$ cat config.mk
export PLATFORM = sky130hd
export DESIGN_NAME = pipe_ctrl
export DESIGN_NICKNAME = d
export VERILOG_FILES = /design/src/rtl/pipe_ctrl.sv
export SDC_FILE = /design/constraint.sdc
export NUM_CORES = 1
export LEC_CHECK = 0
export BUFFER_PORTS_ARGS = -buffer_cell sky130_fd_sc_hd__buf_2
export CAP_MARGIN = 20
export CORE_UTILIZATION = 32
export DETAILED_ROUTE_END_ITERATION = 12
export GPL_ROUTABILITY_DRIVEN = 0
export SLEW_MARGIN = 10
export SYNTH_ARGS = -nofsm -noshare
export SYNTH_HDL_FRONTEND = slang
export SYNTH_SLANG_ARGS = --single-unit
$ cat constraint.sdc
create_clock -name clk -period 3.8 [get_ports clk]
set_input_delay 0.57 -clock clk [delete_from_list [all_inputs] [get_ports clk]]
set_output_delay 0.57 -clock clk [all_outputs]
set_load 0.01 [all_outputs]
$ cat src/rtl/pipe_ctrl.sv
// pipe_ctrl: front-end sequencer that turns execute jump/hold requests and
// the decode load-use hazard into PC redirect, stall and flush controls,
// with a post-jump flush window, a hold watchdog and performance counters.
module pipe_ctrl #(
  parameter int unsigned ADDR_W       = 32,
  parameter int unsigned FLUSH_CYCLES = 1,
  parameter int unsigned HOLD_TIMEOUT = 64
) (
  input  logic              clk,
  input  logic              rst,
  input  logic              jump_en_i,
  input  logic [ADDR_W-1:0] jump_addr_i,
  input  logic              hold_flag_i,
  input  logic              load_use_i,
  output logic              pc_jump_en_o,
  output logic [ADDR_W-1:0] pc_jump_addr_o,
  output logic              hold_pc_o,
  output logic              hold_if_id_o,
  output logic              hold_id_ex_o,
  output logic              flush_if_id_o,
  output logic              flush_id_ex_o,
  output logic              hold_timeout_o,
  output logic [31:0]       stall_cnt_o,
  output logic [31:0]       redirect_cnt_o
);

  localparam int unsigned FCNT_W = 3;
  localparam int unsigned HCNT_W = 8;

  typedef enum logic [1:0] {
    S_RUN   = 2'd0,
    S_FLUSH = 2'd1,
    S_HOLD  = 2'd2
  } state_t;

  state_t              state_q, state_d;
  logic [FCNT_W-1:0]   fcnt_q, fcnt_d;
  logic [HCNT_W-1:0]   hcnt_q, hcnt_d;
  logic                timeout_q;
  logic [31:0]         stall_q;
  logic [31:0]         redir_q;

  logic                run_decode_c;
  logic                wd_fire_c;
  logic                pc_jump_en_c;
  logic [ADDR_W-1:0]   pc_jump_addr_c;
  logic                hold_pc_c;
  logic                hold_if_id_c;
  logic                hold_id_ex_c;
  logic                flush_if_id_c;
  logic                flush_id_ex_c;

  // State, window counters and sticky watchdog flag
  always_ff @(posedge clk or posedge rst) begin
    if (rst) begin
      state_q   <= S_RUN;
      fcnt_q    <= '0;
      hcnt_q    <= '0;
      timeout_q <= 1'b0;
    end else begin
      state_q   <= state_d;
      fcnt_q    <= fcnt_d;
      hcnt_q    <= hcnt_d;
      timeout_q <= timeout_q | wd_fire_c;
    end
  end

  // Performance counters, free-running with natural wrap
  always_ff @(posedge clk or posedge rst) begin
    if (rst) begin
      stall_q <= '0;
      redir_q <= '0;
    end else begin
      stall_q <= stall_q + 32'(hold_pc_c);
      redir_q <= redir_q + 32'(pc_jump_en_c);
    end
  end

  // Next-state and control decode; HOLD falls back to RUN decoding on jump or release
  always_comb begin
    state_d        = state_q;
    fcnt_d         = fcnt_q;
    hcnt_d         = hcnt_q;
    wd_fire_c      = 1'b0;
    pc_jump_en_c   = 1'b0;
    pc_jump_addr_c = '0;
    hold_pc_c      = 1'b0;
    hold_if_id_c   = 1'b0;
    hold_id_ex_c   = 1'b0;
    flush_if_id_c  = 1'b0;
    flush_id_ex_c  = 1'b0;
    run_decode_c   = 1'b0;

    case (state_q)
      S_FLUSH: begin
        flush_if_id_c = 1'b1;
        flush_id_ex_c = 1'b1;
        fcnt_d        = fcnt_q - FCNT_W'(1);
        if (fcnt_q <= FCNT_W'(1)) begin
          state_d = S_RUN;
          fcnt_d  = '0;
        end
      end
      S_HOLD: begin
        if (!jump_en_i && hold_flag_i) begin
          if (({1'b0, hcnt_q} + 9'd1) == 9'(HOLD_TIMEOUT)) begin
            wd_fire_c = 1'b1;
            state_d   = S_RUN;
            hcnt_d    = '0;
          end else begin
            hold_pc_c    = 1'b1;
            hold_if_id_c = 1'b1;
            hold_id_ex_c = 1'b1;
            hcnt_d       = hcnt_q + HCNT_W'(1);
          end
        end else begin
          run_decode_c = 1'b1;
        end
      end
      default: run_decode_c = 1'b1;
    endcase

    if (run_decode_c) begin
      state_d = S_RUN;
      hcnt_d  = '0;
      if (jump_en_i) begin
        pc_jump_en_c   = 1'b1;
        pc_jump_addr_c = jump_addr_i;
        flush_if_id_c  = 1'b1;
        flush_id_ex_c  = 1'b1;
        if (FLUSH_CYCLES > 1) begin
          state_d = S_FLUSH;
          fcnt_d  = FCNT_W'(FLUSH_CYCLES - 1);
        end
      end else if (hold_flag_i) begin
        hold_pc_c    = 1'b1;
        hold_if_id_c = 1'b1;
        hold_id_ex_c = 1'b1;
        state_d      = S_HOLD;
        hcnt_d       = HCNT_W'(1);
      end else if (load_use_i) begin
        hold_pc_c     = 1'b1;
        hold_if_id_c  = 1'b1;
        flush_id_ex_c = 1'b1;
      end
    end
  end

  // Outputs are forced low while reset is held
  assign pc_jump_en_o   = !rst && pc_jump_en_c;
  assign pc_jump_addr_o = rst ? '0 : pc_jump_addr_c;
  assign hold_pc_o      = !rst && hold_pc_c;
  assign hold_if_id_o   = !rst && hold_if_id_c;
  assign hold_id_ex_o   = !rst && hold_id_ex_c;
  assign flush_if_id_o  = !rst && flush_if_id_c;
  assign flush_id_ex_o  = !rst && flush_id_ex_c;
  assign hold_timeout_o = !rst && (timeout_q || wd_fire_c);
  assign stall_cnt_o    = rst ? '0 : stall_q;
  assign redirect_cnt_o = rst ? '0 : redir_q;

endmodule

==> results.toml <==
[status]
result_of_the_run = "finished clean"

[critical_path]
crit_cells = 10
rr_worst_depth = 10
critical_path_arrival_ns = 3.29
slowest_stage = "sky130_fd_sc_hd__or4_4"
worst-endpoint-required_ns = 4.05
rr_endpoint = "stall_q[28]"
timing.setup.critical_path_class = "flip-flop to flip-flop"
worstPathMaxFanout = 8
critical_path.max_stage_delay_ns = 0.56
critical_path.startpoint = "hcnt_q[0]"
slack_of_the_worst_reg_to_reg_path_ns = 0.76
cpMostUsedCell = "sky130_fd_sc_hd__ha_1"
crit_path_start_kind = "flip-flop"
critical-path-top-delay-family = "simple AND/OR/NAND/NOR gates"
critPathBufInv = 1
regToRegStartpoint = "hcnt_q[0]"
critical_path_capture_point = "stall_q[28]"
worstSetupEndpointType = "flip-flop"
timing.critical_path.cells = "nand3_1 -> nor3_1 -> nor4_4 -> a311oi_1 -> ha_1 -> ha_1 -> inv_1 -> or4_4 -> nor3_2 -> xor2_1"

[logic_synthesis]
net_count_synth = 451
synthesis.area_sq_um = 4048
synth.area.top_cells = "sky130_fd_sc_hd__dfrtp_1 (46%), sky130_fd_sc_hd__xnor2_1 (10%), sky130_fd_sc_hd__nor2b_1 (9.9%)"
dominantRegCellSynth = "sky130_fd_sc_hd__dfrtp_1"
synth.top_cell.area_share_pct = 45.75
postSynthRegisterBits = 74
share_of_synthesized_area_occupied_by_flip_flops_and_latches_pct = 45.75
synth_area_per_cell_sq_um = 9.896
synth.yosys.warnings = 0
async_reset_ff_share_pct = 100.0
synth-edff-count = 0
netlist-cell-type-count = 37
syn_inst = 409
synthDominantAreaCellType = "sky130_fd_sc_hd__dfrtp_1"

[placement]
pre_cts_setup_slack_ns = 0.7420
numPortBuffers = 139
hpwlAfterDp_um = 7420

[cells_and_area]
final_core_util_pct = 42.99
mostFrequentLayoutCell = "sky130_fd_sc_hd__buf_2"
layout-drive-gt1-share_pct = 30.74
nFillCells = 1191
final_nets = 590
most-common-layout-cells = "sky130_fd_sc_hd__buf_2 (139), sky130_fd_sc_hd__dfrtp_1 (74), sky130_fd_sc_hd__nor2b_1 (64)"
area_delta_synth_final_pct = 29.18

[grt]
grt_start_max_net_pins = 75
antenna_violations_before_repair = 1
grt_pass1_vias = 3284
grt_pass1_wl_um = 15880
globalRoute.totalOverflow = 0
grtUsageTotal_pct = 15.56

[drt]
drt_first_iter_violations = 114
vias_cell = 4.684
drt_pass1_iterations = 4
drt-wirelength-per-cell_um = 13.70
num_vias = 3382
drt_wl_total_um = 9889
route.antenna.remaining_nets = 0
drt_drc_violations_left = 0

[floorplanning]
initial_core_util_pct = 33.28
std_cell_rows = 40
die-height_um = 114.5
chipWidth_um = 114.5
core_region_sq_um = 12160
num_io_pins = 140
fp.dieArea_sq_um = 13100

[clocking]
clkSlewWorstSetupHoldPaths_ns = 0.07
cts_tree = "yes"
cts_repair_resize_count = 0
cts_hold_repair.buffers = 0
post-cts-setup-buffers = 0
ctsRootBufferMaster = "sky130_fd_sc_hd__clkbuf_16"
cts-buffers-inserted = 9
clk-insertion-delay-late_ns = 0.33
maximum_root_to_sink_buffer_count = 2
clkSinkCount = 74
clock_tree.htree_level_count = 3

[sta]
finalSetupViolations = 0
rsz0062_at_grt = "false"
max-slew-margin-rel_pct = 38.91
timing_limited_maximum_frequency_mhz = 328.9
final.setup.tns_ns = 0
clock-skew-final_ns = 0.01127
final_hold_viol_count = 0
final.setup.worst_slack_ns = 0.7596
clock_period_minus_final_worst_setup_slack_ns = 3.040
final_min_period_over_clock_period_pct = 80.01
tightestPinTransition_ns = 0.9164
drv_slew = 0

[power_and_ir_drop]
powerDensity_nw_per_um2 = 406.5
report.power.total_mw = 2.126
irDropWorstVdd_v = 0.0002260
power_leakage_nw = 2.599

[flow_run]
drv.max_cap_violation_count = 0

[min_path]
hold_class = "flip-flop to flip-flop"
## routing by layer
metal | wire length [um] | vias up | global-route usage, %
met1 | 4267 | 1596 | 18.66
met3 | 667 | 8 | 3.600
met4 | 129 | 0 | 5.195
met5 | 0 | - | 0
li1 | - | 1653 | -
met2 | 4824 | 125 | 27.39
## worst min path at each step
| stage | startpoint | to | slack [ns] | cells after the start |
|---|---|---|---|---|
| floorplan | timeout_q | timeout_q | 0.43 | 1 |
| global placement | redir_q[31] | redir_q[31] | 0.46 | 1 |
| detailed placement | redir_q[31] | redir_q[31] | 0.46 | 1 |
| CTS | redir_q[31] | redir_q[31] | 0.48 | 1 |
| global route | timeout_q | timeout_q | 0.51 | 1 |
| finish | redir_q[31] | redir_q[31] | 0.46 | 1 |
## cells by family (layout without fill, tap and decap cells)
logic type,Yosys count,in the layout,share of synthesized area (%)
AO/OA/AOI/OAI,13,13,2.164
adder cells (fa/ha/maj),5,5,1.546
other,0,1,0
XOR/XNOR,64,64,13.85
buffers and inverters,23,167,2.349
flip-flops,74,74,45.75
AND/OR/NAND/NOR,230,230,34.34
## cell usage after synthesis (6+ instances only)
| master | instances |
|---|---|
| sky130_fd_sc_hd__and2_1 | 32 |
| sky130_fd_sc_hd__dfrtp_1 | 74 |
| sky130_fd_sc_hd__nand3_1 | 31 |
| sky130_fd_sc_hd__nand2_1 | 22 |
| sky130_fd_sc_hd__and3_1 | 8 |
| sky130_fd_sc_hd__nor3_1 | 6 |
| sky130_fd_sc_hd__nor2_1 | 21 |
| sky130_fd_sc_hd__nand4_1 | 21 |
| sky130_fd_sc_hd__xor2_1 | 16 |
| sky130_fd_sc_hd__inv_1 | 8 |
| sky130_fd_sc_hd__xnor2_1 | 48 |
| sky130_fd_sc_hd__nor2b_1 | 64 |
| sky130_fd_sc_hd__clkbuf_1 | 12 |
## power by group
| part | internal [mW] | leakage [nW] | switching [mW] |
|---|---|---|---|
| Clock | 0.520 | 0.145 | 0.346 |
| Sequential | 0.859 | 1.01 | 0.105 |
| Combinational | 0.137 | 1.44 | 0.159 |
## area by class of cell
| class | count | area [sq um] | share of cell area, % |
|---|---|---|---|
| antenna | 1 | 2.502 | 0.04786 |
| clock buffer | 9 | 225.2 | 4.307 |
| clock inverter | 7 | 82.58 | 1.579 |
| inverter | 8 | 30.03 | 0.5743 |
| multi-input combinational | 312 | 2101 | 40.18 |
| sequential | 74 | 1852 | 35.42 |
| tap | 168 | 210.2 | 4.020 |
| timing repair buffer | 143 | 725.7 | 13.88 |
## metrics by stage
step / std cells / hold WS [ns] / cell area [sq um]
finish: 722 / 0.4640 / 5229
global route: 722 / 0.5060 / 5229
CTS: 721 / 0.4760 / 5226
floorplan: 409 / 0.4290 / 4048
detailed placement: 705 / 0.4638 / 4918
global placement: 705 / 0.4635 / 4918
## sequential cells by signal, summed over array words and instances, names as in the netlist
signal	cells
hcnt_q	8
state_q	1
timeout_q	1
stall_q	32
redir_q	32
Power figures use the tool's default switching activity.
